--- src/rtl/tape_pkg.sv ---
// tape_pkg: shared types and constants for the Oric tape transmitter.
// FSM states, frame index layout and default cell timing.
package tape_pkg;

  typedef enum logic [1:0] {
    ST_OFF,
    ST_MARK,
    ST_FRAME
  } tape_state_t;

  localparam logic [3:0] IDX_START  = 4'd0;
  localparam logic [3:0] IDX_PARITY = 4'd9;

  localparam int HALF_US_DEF     = 208;
  localparam int ZERO_LOW_US_DEF = 416;
  localparam int STOP_BITS_DEF   = 4;

  // Level carried by frame cell i for byte d.
  // Cells past the parity slot are stop '1's.
  function automatic logic frame_bit(
    input logic [3:0] i,
    input logic [7:0] d
  );
    logic [3:0] k;
    k = i - 4'd1;
    if (i == IDX_START) return 1'b0;
    if (i < IDX_PARITY) return d[k[2:0]];
    if (i == IDX_PARITY) return ~^d;
    return 1'b1;
  endfunction

endpackage

--- src/rtl/tape_bit_cell.sv ---
// tape_bit_cell: one tape bit cell, high phase then low phase.
// Owns the tick counter and the slow-format repeat counter.
module tape_bit_cell
  import tape_pkg::*;
#(
  parameter int HALF_US     = HALF_US_DEF,
  parameter int ZERO_LOW_US = ZERO_LOW_US_DEF
) (
  input  logic CLK_IN,
  input  logic RESETn,
  input  logic ena,
  input  logic clear,
  input  logic start,
  input  logic bit_val,
  input  logic slow,
  output logic tape_out,
  output logic cell_done
);

  localparam logic [9:0] ONE_M1  = 10'(HALF_US - 1);
  localparam logic [9:0] ZERO_M1 = 10'(ZERO_LOW_US - 1);

  logic       active;
  logic       phase_hi;
  logic       bit_q;
  logic       slow_q;
  logic [9:0] cnt;
  logic [2:0] cyc;
  logic [9:0] low_m1;
  logic [9:0] high_m1;

  // Phase lengths and end-of-cell strobe for the latched bit.
  always_comb begin
    low_m1  = bit_q ? ONE_M1 : ZERO_M1;
    high_m1 = (slow_q && !bit_q) ? ZERO_M1 : ONE_M1;
    cell_done = ena && active && !phase_hi
             && (cnt == 10'd0) && (cyc == 3'd0);
  end

  // Count ticks through high/low phases, repeating in slow mode.
  always_ff @(posedge CLK_IN) begin
    if (!RESETn || clear) begin
      active   <= 1'b0;
      phase_hi <= 1'b0;
      bit_q    <= 1'b0;
      slow_q   <= 1'b0;
      cnt      <= 10'd0;
      cyc      <= 3'd0;
      tape_out <= 1'b0;
    end else if (ena) begin
      if (start) begin
        active   <= 1'b1;
        phase_hi <= 1'b1;
        bit_q    <= bit_val;
        slow_q   <= slow;
        cnt      <= (slow && !bit_val) ? ZERO_M1 : ONE_M1;
        cyc      <= slow ? (bit_val ? 3'd7 : 3'd3) : 3'd0;
        tape_out <= 1'b1;
      end else if (active) begin
        if (cnt != 10'd0) begin
          cnt <= cnt - 10'd1;
        end else if (phase_hi) begin
          phase_hi <= 1'b0;
          cnt      <= low_m1;
          tape_out <= 1'b0;
        end else if (cyc != 3'd0) begin
          cyc      <= cyc - 3'd1;
          phase_hi <= 1'b1;
          cnt      <= high_m1;
          tape_out <= 1'b1;
        end else begin
          active   <= 1'b0;
          tape_out <= 1'b0;
        end
      end
    end
  end

endmodule

--- src/rtl/tape_player_tx.sv ---
// tape_player_tx: byte stream to Oric tape waveform on K7_TAPEIN.
// Optional slow format behind macro TAPE_SLOW_EN (adds port slow).
module tape_player_tx
  import tape_pkg::*;
#(
  parameter int HALF_US     = HALF_US_DEF,
  parameter int ZERO_LOW_US = ZERO_LOW_US_DEF,
  parameter int STOP_BITS   = STOP_BITS_DEF
) (
  input  logic       CLK_IN,
  input  logic       RESETn,
  input  logic       ENA_1MHZ,
  input  logic       motor,
`ifdef TAPE_SLOW_EN
  input  logic       slow,
`endif
  input  logic [7:0] byte_data,
  input  logic       byte_valid,
  output logic       byte_ready,
  output logic       tape_out,
  output logic       busy,
  output logic       frame_done
);

  localparam logic [3:0] IDX_LAST =
    4'(int'(IDX_PARITY) + STOP_BITS);

  tape_state_t state;
  logic [3:0]  idx;
  logic [7:0]  data_q;
  logic [7:0]  pend_data;
  logic        pending;
  logic        slow_q;
  logic        slow_in;
  logic        cell_done;
  logic        cell_start;
  logic        next_bit;
  logic        next_slow;
  logic        take;
  logic        frame_end;
  logic        frame_go;
  logic        pend_next;

`ifdef TAPE_SLOW_EN
  assign slow_in = slow;
`else
  assign slow_in = 1'b0;
`endif

  assign take = byte_valid && byte_ready;

  // Choose the level and format of the cell that starts this tick.
  always_comb begin
    frame_end  = (state == ST_FRAME) && cell_done
              && (idx == IDX_LAST);
    frame_go   = cell_done && pending
              && ((state == ST_MARK) || frame_end);
    cell_start = motor && (cell_done
              || ((state == ST_OFF) && ENA_1MHZ));
    pend_next  = (pending && !frame_go) || take;
    next_bit   = 1'b1;
    next_slow  = slow_in;
    unique case (1'b1)
      frame_go: next_bit = 1'b0;
      (state == ST_FRAME) && !frame_end: begin
        next_bit  = frame_bit(idx + 4'd1, data_q);
        next_slow = slow_q;
      end
      default: ;
    endcase
  end

  tape_bit_cell #(
    .HALF_US    (HALF_US),
    .ZERO_LOW_US(ZERO_LOW_US)
  ) u_cell (
    .CLK_IN   (CLK_IN),
    .RESETn   (RESETn),
    .ena      (ENA_1MHZ),
    .clear    (!motor),
    .start    (cell_start),
    .bit_val  (next_bit),
    .slow     (next_slow),
    .tape_out (tape_out),
    .cell_done(cell_done)
  );

  // Frame sequencer and handshake; losing the motor aborts at once.
  // A free pending slot is offered in MARK and FRAME alike, so the
  // next byte can queue behind the frame in flight.
  always_ff @(posedge CLK_IN) begin
    if (!RESETn || !motor) begin
      state      <= ST_OFF;
      idx        <= 4'd0;
      data_q     <= 8'd0;
      pend_data  <= 8'd0;
      pending    <= 1'b0;
      slow_q     <= 1'b0;
      byte_ready <= 1'b0;
      busy       <= 1'b0;
      frame_done <= 1'b0;
    end else begin
      frame_done <= frame_end;
      pending    <= pend_next;
      byte_ready <= !pend_next
                 && ((state != ST_OFF) || ENA_1MHZ);
      if (take) pend_data <= byte_data;
      if (frame_go) begin
        state  <= ST_FRAME;
        idx    <= IDX_START;
        data_q <= pend_data;
        slow_q <= slow_in;
        busy   <= 1'b1;
      end else if (frame_end) begin
        state <= ST_MARK;
        busy  <= 1'b0;
      end else if ((state == ST_FRAME) && cell_done) begin
        idx <= idx + 4'd1;
      end else if ((state == ST_OFF) && ENA_1MHZ) begin
        state <= ST_MARK;
      end
    end
  end

endmodule
--- config.mk ---
export PLATFORM = sky130hd
export DESIGN_NAME = tape_player_tx
export DESIGN_NICKNAME = d
export VERILOG_FILES = /design/src/rtl/tape_pkg.sv /design/src/rtl/tape_bit_cell.sv /design/src/rtl/tape_player_tx.sv
export SDC_FILE = /design/constraint.sdc
export NUM_CORES = 1
export LEC_CHECK = 0
export ABC_AREA = 1
export BUFFER_PORTS_ARGS = -buffer_cell sky130_fd_sc_hd__buf_2
export CAP_MARGIN = 15
export CORE_MARGIN = 1
export CORE_UTILIZATION = 60
export DETAILED_ROUTE_END_ITERATION = 8
export PLACE_DENSITY = 0.79
export RECOVER_POWER = 25
export SLEW_MARGIN = 20
export SYNTH_ARGS = -nofsm -noshare
export SYNTH_HDL_FRONTEND = slang
export SYNTH_SLANG_ARGS = --single-unit
--- constraint.sdc ---
create_clock -name CLK_IN -period 2.2 [get_ports CLK_IN]
set_input_delay 0.22 -clock CLK_IN [delete_from_list [all_inputs] [get_ports CLK_IN]]
set_output_delay 0.22 -clock CLK_IN [all_outputs]
set_load 0.01 [all_outputs]
---- After elaboration in Yosys (flattened, before gate mapping) ----
Cells that the tools add are included.
word-level totals
  output and inout port bits .............. 4
  word-level logic and storage cells ...... 120
  bits in registers ....................... 42
cells by class
  reduce and logical (&&, ||, !) cells .... 47
  $lt $le $gt $ge ......................... 2
  equal/unequal tests ..................... 8
  add/sub/neg operators ................... 4
  muxes and demuxes ....................... 44
  bitwise operators ....................... 1
operators by type and width
  cell                                                                          count
  10-bit two-way mux                                                            5
  1-bit two-way mux                                                             27
  3-bit two-way mux                                                             5
  1-bit logical AND                                                             14
  10-bit zero test                                                              1
  10-bit nonzero test                                                           1
  2-bit nonzero test                                                            5
  10-bit by 1-bit subtractor with 10-bit output, second input constant          1
  9-bit two-way mux                                                             1
  4-bit == test, second input constant                                          2
  2-bit two-way mux                                                             4
  2-bit AND reduction                                                           4
  8-bit XNOR reduction                                                          1
  1-bit zero test                                                               6
  2-bit != test, second input constant                                          3
  3-bit AND reduction                                                           2
  3-bit nonzero test                                                            2
  3-bit by 1-bit subtractor with 3-bit output, second input constant            2
  1-bit logical OR                                                              5
  5-bit AND reduction                                                           1
  4-bit by 1-bit adder with 4-bit output, second input constant                 1
  4-bit zero test                                                               1
  3-bit by 4-bit less-than comparator with 1-bit output, second input constant  1
  4-bit less-than comparator, second input constant                             1
  10 further kinds                                                              10

---- Logic depth before layout (Yosys ltp) ----
Gate-level depths: netlist (run 1).
  word-level depth ........................ 18
  mapped depth ............................ 13
  depth with buffers taken out ............ 13

---- Hierarchy ----
A second synthesis (run 1) with hierarchy kept.
second synthesis, totals
  cells, all modules ...................... 384
  area, all modules ....................... 2482.4 sq um
modules (own cells, without submodules)
  module          cells each  area each (sq um)  instances
  tape_player_tx  225         1427.6             1
  tape_bit_cell   159         1054.8             1

---- Worst setup path after synthesis (run 1) ----
Ideal clock, no wire load.
  path type ............................... flip-flop to flip-flop
  start point ............................. register u_cell.cyc[0]
  end point ............................... register data_q[6]
  setup time .............................. 0.115 ns
  data required time ...................... 2.085 ns
  data arrival time ....................... 1.631 ns
  stages on the path, launching flop included .. 12
  path buffers ............................ 1
  slack ................................... 0.454 ns
  cells stage by stage .................... dfxtp_1 inv_1 ha_1 ha_1 inv_1 nor2_1 nand4_2 nor2_4 buf_4 nand3b_1 nand2_1 nor2_1
between the ends
  longest elaborated chain between the ends .. 6
ends and longest elaborated chain
  item                    RTL line               RTL
  from (decl)             tape_bit_cell.sv:28    logic [2:0] cyc;
  from (signal assigned)  tape_bit_cell.sv:57    cyc <= slow ? (bit_val ? 3'd7 : 3'd3) : 3'd0;
  from (signal assigned)  tape_bit_cell.sv:67    cyc <= cyc - 3'd1;
  3-bit zero test (*)     tape_bit_cell.sv:37    && (cnt == 10'd0) && (cyc == 3'd0);
  1-bit logical AND (*)   tape_bit_cell.sv:37
  1-bit logical AND       tape_player_tx.sv:54   frame_end = (state == ST_FRAME) && cell_done
  1-bit logical AND       tape_player_tx.sv:55   && (idx == IDX_LAST);
  1-bit logical OR        tape_player_tx.sv:57   && ((state == ST_MARK) || frame_end);
  1-bit logical AND (*)   tape_player_tx.sv:57
  to (signal assigned)    tape_player_tx.sv:111  data_q <= pend_data;
  to (decl)               tape_player_tx.sv:30   logic [7:0] data_q;
Mark *: on every way between the ends. The rest lies on a longest branch, timed or not.
A chain may end at the register's enable or synchronous reset.

---- Worst setup path in the final report (run 1) ----
  start point ............................. register u_cell.cyc[0]
  end point ............................... register u_cell.cnt[6]
between the ends
  longest elaborated chain between the ends .. 6
ends and longest elaborated chain
  item                                                                RTL line              RTL
  3-bit zero test                                                     tape_bit_cell.sv:37
  1-bit logical AND                                                   tape_bit_cell.sv:37
  1-bit logical OR                                                    tape_player_tx.sv:59  || ((state == ST_OFF) && ENA_1MHZ));
  1-bit logical AND                                                   tape_player_tx.sv:58  cell_start = motor && (cell_done
  4-bit nonzero test (no line) or 2-bit nonzero test (tied branches)  -
  3-bit AND reduction (no line)                                       -
  to (signal assigned)                                                tape_bit_cell.sv:61   cnt <= cnt - 10'd1;
  to (signal assigned)                                                tape_bit_cell.sv:64   cnt <= low_m1;
  to (signal assigned)                                                tape_bit_cell.sv:69   cnt <= high_m1;
  to (decl)                                                           tape_bit_cell.sv:27   logic [9:0] cnt;
Several ways; a longest one is shown, not always the timed one.

==> flow_summary.ini, run 1 <==
[outcome]
status = finished, final reports clean

[floorplanning]
initial_core_util_pct = 63.5
core_area_um2 = 3720
die_area_um2 = 4190
die_w_um = 64.7
io_pins = 17
die_h_um = 64.7
rows = 22

[synth]
yosysTopAreaCell = dfxtp_1
synth_nets = 355
synthCells = 336
avgSynthCellArea_um2 = 7.03
synthDistinctLibCells = 34
ys.flop_type = dfxtp_1
synth_area_um2 = 2360
synth_seq_cells = 42
synth_area_leaders = dfxtp_1 36%, nand2_1 13%, nor2_1 8.1%
synth_top_area_share_pct = 35.6
async_flop_share_pct = 0
yosys_warnings = 0
yosysSeqAreaShare_pct = 35.6
synth_edf_count = 0

[worst_setup_path]
r2r_cells = 12
crit_start = u_cell.cyc[0]$_SDFFE_PP0P_
critPathKind = reg2reg
cp_max_fo = 17
path_cells = inv_1, ha_1, ha_1, inv_1, nor2_1, nand4_2, nand2_2, nand2_4, nand2_4, inv_1, nor2_1, nor2_1
cp-start-kind = register
cp_slowest_stage_delay_ns = 0.31
r2r-start = u_cell.cyc[0]$_SDFFE_PP0P_
critPathCaptureType = register
endpoint = u_cell.cnt[6]$_SDFFE_PP0P_
worstPathArrival_ns = 2.21
worst-r2r-setup-slack_ns = 0.18
slowest_stage = dfxtp_1
reg2reg_to = u_cell.cnt[6]$_SDFFE_PP0P_
required_ns = 2.39

[place]
gp_congestion = 0.823
place_area_um2 = 2460
pre_cts_ws_ns = 0.201
dpl.hpwl_um = 3350
portBuffers = 16

[clock_tree]
cts_sinks = 42
cts_hold_buf = 0
cts_buffers = 5
htree_levels = 2
post_cts_buffers = 0
cts.clk_slew.worst_paths_ns = 0.07
clk_latency_ns = 0.29
clk_path_buf_depth = 2
cts_tree = yes
cts_resized = 0
cts_root_buf = clkbuf_8

[sta]
setup_tns_ns = 0
setup_viol_count_final = 0
finalWorstSetupSlack_ns = 0.176
min_period_ns = 2.02
finalHoldViolCount = 0
grt_setup_unrepaired = false
tightestPinTransition_ns = 0.430
period_share_pct = 92.0
final_max_slew_viol_count = 0
slew_headroom_pct = 71.2
fmax_mhz = 494
finClkSkew_ns = 0.00350

[global_route]
grt_max_degree = 19
track_usage_pct = 24.8
grt_overflow = 0
grt_pass1_vias = 1878
grt_first_pass_wirelength_um = 8160
antenna_found_initial = 0

[hold_path]
hold_class = in2reg
hp-start = byte_data[5]
hold_depth = 3

[finish]
n_antenna_cell = 0
area_growth_pct = 7.42
num-fill-cells = 331
layout-drive-gt1-share_pct = 12.2
final_cell_mix = 83 x nand2_1, 51 x nor2_1, 42 x dfxtp_1, 35 x inv_1, 27 x a21oi_1
fin_area_um2 = 2540
mostFrequentLayoutCell = nand2_1
nets = 373

[power_and_ir_drop]
p_sw_w = 0.000399
cellPowerDensity_nw_per_um2 = 589
p_clk_share_pct = 32.3
intPower_w = 0.00109
p_leak_nw = 1.05
seqPwrFrac_pct = 52.7
swShare_pct = 26.7
vdd_ir_drop_max_mv = 0.487
pwr-share-comb_pct = 15.0

[detailed_routing]
wire_per_inst_um = 11.6
post-route-drc-count = 0
via_per_inst = 5.21
wirelength_um = 4640
vias = 2089
ant_nets = 0
first_pass_iters = 4
drt-initial-drc-count = 117

[run]
max-cap-violations = 0
[sequential cells by signal, summed over array words and instances, names as in the netlist]
register         count
state                2
u_cell.tape_out      1
busy                 1
pending              1
data_q               8
u_cell.bit_q         1
u_cell.active        1
byte_ready           1
pend_data            8
u_cell.cnt          10
frame_done           1
idx                  4
u_cell.cyc           3
[per-layer routing]
layer  part of all wire, %  track usage, %
met1                    52            33.7
met2                    43            39.1
met3                   3.3            5.46
met4                  0.99            6.94
met5                     0               0
[kinds of logic (layout without fill, tap and decap cells)]
| group | count (synthesis) | count (layout) | synth area share (%) |
|---|---|---|---|
| AND/OR/NAND/NOR | 182 | 182 | 37.0 |
| flip-flops | 42 | 42 | 35.6 |
| buffers and inverters | 44 | 61 | 8.48 |
| XOR/XNOR | 10 | 10 | 3.71 |
| adder cells (fa/ha/maj) | 6 | 6 | 3.18 |
| AO/OA/AOI/OAI | 52 | 52 | 12.0 |
[final cells by class]
| cell class | instances | area [um2] | share of cell area, % |
|---|---|---|---|
| multi-input combinational | 250 | 1320 | 52.0 |
| sequential | 42 | 841 | 33.2 |
| inverter | 36 | 135 | 5.33 |
| timing repair buffer | 19 | 97.6 | 3.85 |
| clock buffer | 6 | 82.6 | 3.26 |
| tap | 48 | 60.1 | 2.37 |
[cells in the mapped netlist, types with 4 or more instances]
cell type  count
o21ai_0       16
a21oi_1       27
nand3_1       13
inv_1         35
nand3b_1       9
xor2_1         5
xnor2_1        5
nand2_2        5
nand2_1       83
dfxtp_1       42
nand4_1        4
ha_1           6
nor2_1        51
[power groups by stage]
| stage | Sequential (W) | Combinational, W | Clock, W |
|---|---|---|---|
| 2_1_floorplan | 0.000802 | 0.000179 | 0 |
| 3_3_place_gp | 0.000803 | 0.000217 | 0 |
| 3_5_place_dp | 0.000804 | 0.000220 | 0 |
| 4_1_cts | 0.000786 | 0.000222 | 0.000492 |
| 5_1_grt | 0.000788 | 0.000252 | 0.000521 |
| 6_report | 0.000787 | 0.000224 | 0.000483 |
[how the worst min path moves through the flow]
| stage | to | slack (ns) |
|---|---|---|
| floorplan | pend_data[0]$_SDFFE_PP0P_ | 0.39 |
| global placement | pend_data[3]$_SDFFE_PP0P_ | 0.46 |
| detailed placement | busy$_SDFFE_PP0P_ | 0.46 |
| CTS | pend_data[5]$_SDFFE_PP0P_ | 0.17 |
| global route | pend_data[6]$_SDFFE_PP0P_ | 0.20 |
| finish | pend_data[5]$_SDFFE_PP0P_ | 0.17 |
[through the flow]
| stage | cells | util, % | hold WS (ns) | power [W] |
|---|---|---|---|---|
| floorplan | 336 | - | 0.387 | 0.000980 |
| global placement | 395 | 66.2 | 0.456 | 0.00102 |
| detailed placement | 395 | 66.2 | 0.460 | 0.00102 |
| CTS | 401 | 68.4 | 0.173 | 0.00150 |
| global route | 401 | 68.2 | 0.197 | 0.00156 |
| finish | 401 | 68.2 | 0.171 | 0.00149 |
[critical path: cells and delay by family (launching register included)]
family | cells | cell delay, ns
AND/OR/NAND/NOR | 7 | 1.07
buffers and inverters | 3 | 0.24
adder cells (fa/ha/maj) | 2 | 0.29
flip-flops | 1 | 0.31
Note: power is estimated with default switching activity, not from simulation.
==> inputs of run 2 (changes only) <==
Clock period 2.2 ns to 1.88 ns, I/O delays scaled along.
==> run 2 against run 1 <==
Register-to-register slack worse by 0.18 ns. Highest routed layer unchanged. Sequential share of layout area is 3.2 points lower. The flow now finishes with violations (setup timing). Setup slack worse by 0.18 ns. Total power is 33% higher. Clock power is 47% higher. Final area is 12% higher. Clock-buffer cell count is 1 lower. Cell count is 4.2% higher. Global-route usage is 0.30 points higher.
==> flow_summary.ini, run 2 (synthesis gave the netlist of run 1 again) <==
[outcome]
status = complete, but fails checks
violations = setup timing

[finish]
final_cells = 418
largest_register = u_cell.cnt
mostFrequentLayoutCell = nand2_1
area_growth_pct = 19.9
final_cell_mix = 81 x nand2_1, 48 x nor2_1, 37 x dfxtp_1, 29 x inv_1, 27 x a21oi_1
num-fill-cells = 273
largestRegisters = u_cell.cnt: 10 flops, data_q: 8 flops, pend_data: 8 flops
n_antenna_cell = 0
layout-drive-gt1-share_pct = 21.6
largest_reg_flops = 10
fin_area_um2 = 2830
nets = 388

[clock_tree]
htree_levels = 2
clk_latency_ns = 0.29
cts_sinks = 42
clk_path_buf_depth = 2
cts.clk_slew.worst_paths_ns = 0.08
cts_hold_buf = 0
cts_root_buf = clkbuf_8
cts_tree = yes
cts_buffers = 5

[sta]
tightestPinTransition_ns = 0.541
finalHoldViolCount = 0
finalWorstSetupSlack_ns = -0.00773
period_share_pct = 100
min_period_ns = 1.89
slew_headroom_pct = 63.5
fmax_mhz = 530
setup_viol_count_final = 1
grt_setup_unrepaired = true
final_max_slew_viol_count = 0
finClkSkew_ns = 0.00738

[power_and_ir_drop]
seqPwrFrac_pct = 46.6
cellPowerDensity_nw_per_um2 = 701
swShare_pct = 27.6
p_sw_w = 0.000548
intPower_w = 0.00144
vdd_ir_drop_max_mv = 0.703
p_leak_nw = 1.15
p_clk_share_pct = 35.7
pwr-share-comb_pct = 17.7

[floorplanning]
core_area_um2 = 3720
rows = 22
die_h_um = 64.7
initial_core_util_pct = 63.5
die_area_um2 = 4190
io_pins = 17
die_w_um = 64.7

[detailed_routing]
first_pass_iters = 7
ant_nets = 0
wirelength_um = 5560
via_per_inst = 5.58
post-route-drc-count = 0
wire_per_inst_um = 13.3
drt-initial-drc-count = 288
vias = 2332

[worst_setup_path]
critPathCaptureType = register
cp_max_fo = 5
required_ns = 2.11
cp-start-kind = register
worstPathArrival_ns = 2.12
critPathKind = reg2reg

[place]
placedCellCount = 402
gp_congestion = 0.804
pre_cts_ws_ns = -0.0805
place_area_um2 = 2520
portBuffers = 16
dpl.hpwl_um = 3460

[global_route]
grt_pass1_vias = 1889
antenna_found_initial = 0
grt_first_pass_wirelength_um = 8250
grt_overflow = 0
track_usage_pct = 25.1
grt_max_degree = 19

[hold_path]
hold_class = in2reg

[run]
max-cap-violations = 0
run 2: cell count changes in the layout (fill, tap and decap cells not counted), moves of 4 or more:
| cell | previous run | this run |
|---|---|---|
| buf_4 | 3 | 13 |
| inv_2 | 1 | 6 |
| dfxtp_1 | 42 | 37 |
| ha_1 | 6 | 2 |
| dfxtp_2 | 0 | 5 |
| inv_1 | 35 | 29 |
| nand2_4 | 3 | 7 |
run 2: through the flow:
stage / hold slack (ns) / setup TNS, ns / power, W / util [%]
3_5_place_dp: 0.447 / -0.323 / 0.00121 / 67.9
3_3_place_gp: 0.436 / -0.0146 / 0.00121 / 67.9
5_1_grt: 0.141 / -0.631 / 0.00206 / 76.2
4_1_cts: 0.140 / 0 / 0.00191 / 71.1
2_1_floorplan: 0.355 / 0 / 0.00115 / -
6_report: 0.141 / -0.00773 / 0.00198 / 76.2
run 2: final timing paths:
check             depth (start not counted)  slack [ns]                         to                       start
setup / recovery                         13      -0.008      byte_ready$_SDFF_PP0_  u_cell.cnt[0]$_SDFFE_PP0P_
hold / removal                            3        0.14  pend_data[5]$_SDFFE_PP0P_                byte_data[5]
setup reg to reg                         13      -0.008      byte_ready$_SDFF_PP0_  u_cell.cnt[0]$_SDFFE_PP0P_
hold reg to reg                           2        0.48          busy$_SDFFE_PP0P_           busy$_SDFFE_PP0P_
run 2: cell type report:
cell class	count	area, um2	area share (%)
Clock buffer	5	68.8	2.43
Clock inverter	3	40.0	1.41
Sequential cell	42	847	29.9
Timing Repair Buffer	31	204	7.21
Inverter	36	139	4.91
Tap cell	48	60.1	2.12
Multi-Input combinational cell	253	1470	52.0
run 2: power groups by stage:
stage          clock network (W)  registers (W)  logic (W)
4_1_cts                 0.000711       0.000920   0.000278
3_5_place_dp                   0       0.000940   0.000271
2_1_floorplan                  0       0.000938   0.000209
6_report                0.000708       0.000924   0.000351
5_1_grt                 0.000753       0.000925   0.000382
3_3_place_gp                   0       0.000940   0.000267
run 2: per-layer routing:
layer | vias up | routed length, um | track usage (%)
met4 | 0 | 159 | 7.50
met5 | - | 0 | 0
met2 | 100 | 2570 | 40.6
met1 | 1061 | 2510 | 34.1
met3 | 25 | 325 | 3.70
li1 | 1146 | - | -
run 2: worst max-delay path: stages, from the launching register on:
cell and delay (ns):
dfxtp_2 0.34, inv_2 0.07, ha_4 0.14, nand2_4 0.06, nor2_4 0.19, buf_6 0.14, nand3_4 0.08, nor2_4 0.18
nand3_4 0.16, nand2_8 0.15, nand2_8 0.07, nand2_4 0.08, nand2_2 0.05, nor2_2 0.11
run 2: repair_timing:
item / 4_1_cts / 5_1_grt
hold endpoints to repair: 0 / 0
gates cloned: 0 / 3
resized for setup: 2 / 32
endpoints found under the setup margin: 11 / 23
buffers inserted: 0 / 5
pin swaps: 0 / 13
==> inputs of run 3 (changes only) <==
Settings changed: BUFFER_PORTS_ARGS -buffer_cell sky130_fd_sc_hd__buf_2 to -buffer_cell sky130_fd_sc_hd__buf_4, CORE_UTILIZATION 60 to 62, CTS_BUF_LIST set to sky130_fd_sc_hd__clkbuf_8, PLACE_DENSITY 0.79 to 0.82, SLEW_MARGIN 20 to unset.
==> run 3 against run 2 <==
The flow still finishes with violations (setup timing). Setup slack worse by 0.012 ns. Utilization is 1.9 points higher. Clock skew is 0.0040 ns lower. Total power is 9.1% higher. Clock-buffer cell count is 1 higher. Final area is 1.0% higher. Non-clock buffer count is 9 higher. Sequential power hardly changed. Register-to-register slack hardly changed. Sequential share of layout area is 0.52 points lower. Critical path type unchanged. Critical endpoint is now u_cell.cnt[9]$_SDFFE_PP0P_. Largest cell class unchanged.
==> flow_summary.ini, run 3 (synthesis gave the netlist of run 1 again) <==
[detailed_routing]
ant_nets = 0
drt-initial-drc-count = 221
wirelength_um = 5850
vias = 2325
via_per_inst = 5.47
post-route-drc-count = 0
first_pass_iters = 5
wire_per_inst_um = 13.8

[floorplanning]
die_w_um = 63.7
die_h_um = 63.7
io_pins = 17
rows = 22
core_area_um2 = 3660
initial_core_util_pct = 64.5
die_area_um2 = 4060

[clock_tree]
htree_levels = 2
cts_buffers = 5
cts_root_buf = clkbuf_8
cts.clk_slew.worst_paths_ns = 0.08
cts_sinks = 42
clk_latency_ns = 0.30
clk_path_buf_depth = 2
cts_tree = yes

[worst_setup_path]
slowest_stage = dfxtp_1
worstPathArrival_ns = 2.12
cp_slowest_stage_delay_ns = 0.33
required_ns = 2.10
cp_max_fo = 11
cp_top_family = simple AND/OR/NAND/NOR gates
critPathKind = reg2reg
critPathCaptureType = register
path_buf_inv = 3
cp-start-kind = register
path_cells = inv_1, ha_1, ha_1, inv_2, nor2_4, nand4_4, nand2_4, nand2_4, nand2_8, inv_1, nand2_1, a21oi_1

[place]
pre_cts_ws_ns = -0.0241
gp_congestion = 0.855
portBuffers = 16
placedCellCount = 408
dpl.hpwl_um = 3540

[finish]
layout-drive-gt1-share_pct = 20.4
largest_reg_flops = 10
seqCellArea_um2 = 841
n_antenna_cell = 0
multi_input_area_um2 = 1390
largest_register = u_cell.cnt
num-fill-cells = 245
final_cells = 425
area_growth_pct = 21.1
final_cell_mix = 82 x nand2_1, 49 x nor2_1, 42 x dfxtp_1, 36 x buf_4, 32 x inv_1
nets = 395
mostFrequentLayoutCell = nand2_1
largestRegisters = u_cell.cnt: 10 flops, data_q: 8 flops, pend_data: 8 flops
utilization_pct = 78.1

[power_and_ir_drop]
p_sw_w = 0.000555
swShare_pct = 25.6
seqPwrFrac_pct = 42.6
power_w = 0.00216
pwr-share-comb_pct = 16.0
p_leak_nw = 1.21
intPower_w = 0.00161
cellPowerDensity_nw_per_um2 = 757
vdd_ir_drop_max_mv = 0.622
p_clk_share_pct = 41.3

[global_route]
antenna_found_initial = 0
grt_max_degree = 19
grt_pass1_vias = 1988
grt_first_pass_wirelength_um = 8850
track_usage_pct = 27.9
grt_overflow = 0

[sta]
finalHoldViolCount = 0
grt_setup_unrepaired = true
period_share_pct = 101
hold_ws_ns = 0.133
final_max_slew_viol_count = 0
setup_viol_count_final = 2
min_period_ns = 1.90
fmax_mhz = 526
tightestPinTransition_ns = 0.568
finalWorstSetupSlack_ns = -0.0196
finClkSkew_ns = 0.00337
slew_headroom_pct = 62.1

[outcome]
status = complete, but fails checks
violations = setup timing

[hold_path]
hold_class = in2reg

[run]
max-cap-violations = 0
run 3: tightest hold or removal path, delay by kind of cell:
kind,cells,cell delay (ns)
compound gates,1,0.07
buf+inv,1,0.07
simple gates,1,0.07
run 3: layer usage:
| metal | vias up | track usage (%) | routed length [um] |
|---|---|---|---|
| met5 | - | 0 | 0 |
| met4 | 0 | 9.38 | 188 |
| met1 | 1060 | 37.1 | 2610 |
| met3 | 23 | 5.25 | 346 |
| met2 | 87 | 44.8 | 2700 |
| li1 | 1155 | - | - |
run 3: worst paths after layout:
path / startpoint / endpoint / slack, ns / cells past startpoint
min: byte_data[4] / pend_data[4]$_SDFFE_PP0P_ / 0.13 / 3
max reg2reg: u_cell.cyc[0]$_SDFFE_PP0P_ / u_cell.cnt[9]$_SDFFE_PP0P_ / -0.02 / 12
max: u_cell.cyc[0]$_SDFFE_PP0P_ / u_cell.cnt[9]$_SDFFE_PP0P_ / -0.02 / 12
min reg2reg: pend_data[6]$_SDFFE_PP0P_ / pend_data[6]$_SDFFE_PP0P_ / 0.48 / 2
run 3: layout make-up:
class	count	area share, %
Tap cell	48	2.10
Sequential cell	42	29.4
Timing Repair Buffer	40	10.2
Inverter	36	4.73
Multi-Input combinational cell	251	48.5
Clock inverter	2	2.10
Clock buffer	6	2.89
run 3: through the flow:
stage          area, um2  setup TNS (ns)
2_1_floorplan       2360               0
3_3_place_gp        2600               0
3_5_place_dp        2600         -0.0374
4_1_cts             2750               0
5_1_grt             2860          -0.781
6_report            2860         -0.0290
run 3: power by group through the flow:
stage                     logic (W)  clock network [W]  registers [W]
after floorplan            0.000209                  0       0.000938
after global placement     0.000287                  0       0.000940
after detailed placement   0.000292                  0       0.000941
after CTS                  0.000308           0.000887       0.000920
after global routing       0.000377           0.000927       0.000924
final                      0.000347           0.000894       0.000923
run 3: what timing repair did:
| action | 4_1_cts | 5_1_grt |
|---|---|---|
| hold buffers | 0 | 0 |
| buffers inserted | 1 | 7 |
| hold endpoints to repair | 0 | 0 |
| cloned | 0 | 1 |
| setup endpoints to repair | 18 | 29 |
| gates resized for setup | 2 | 17 |
| pin swaps | 1 | 7 |
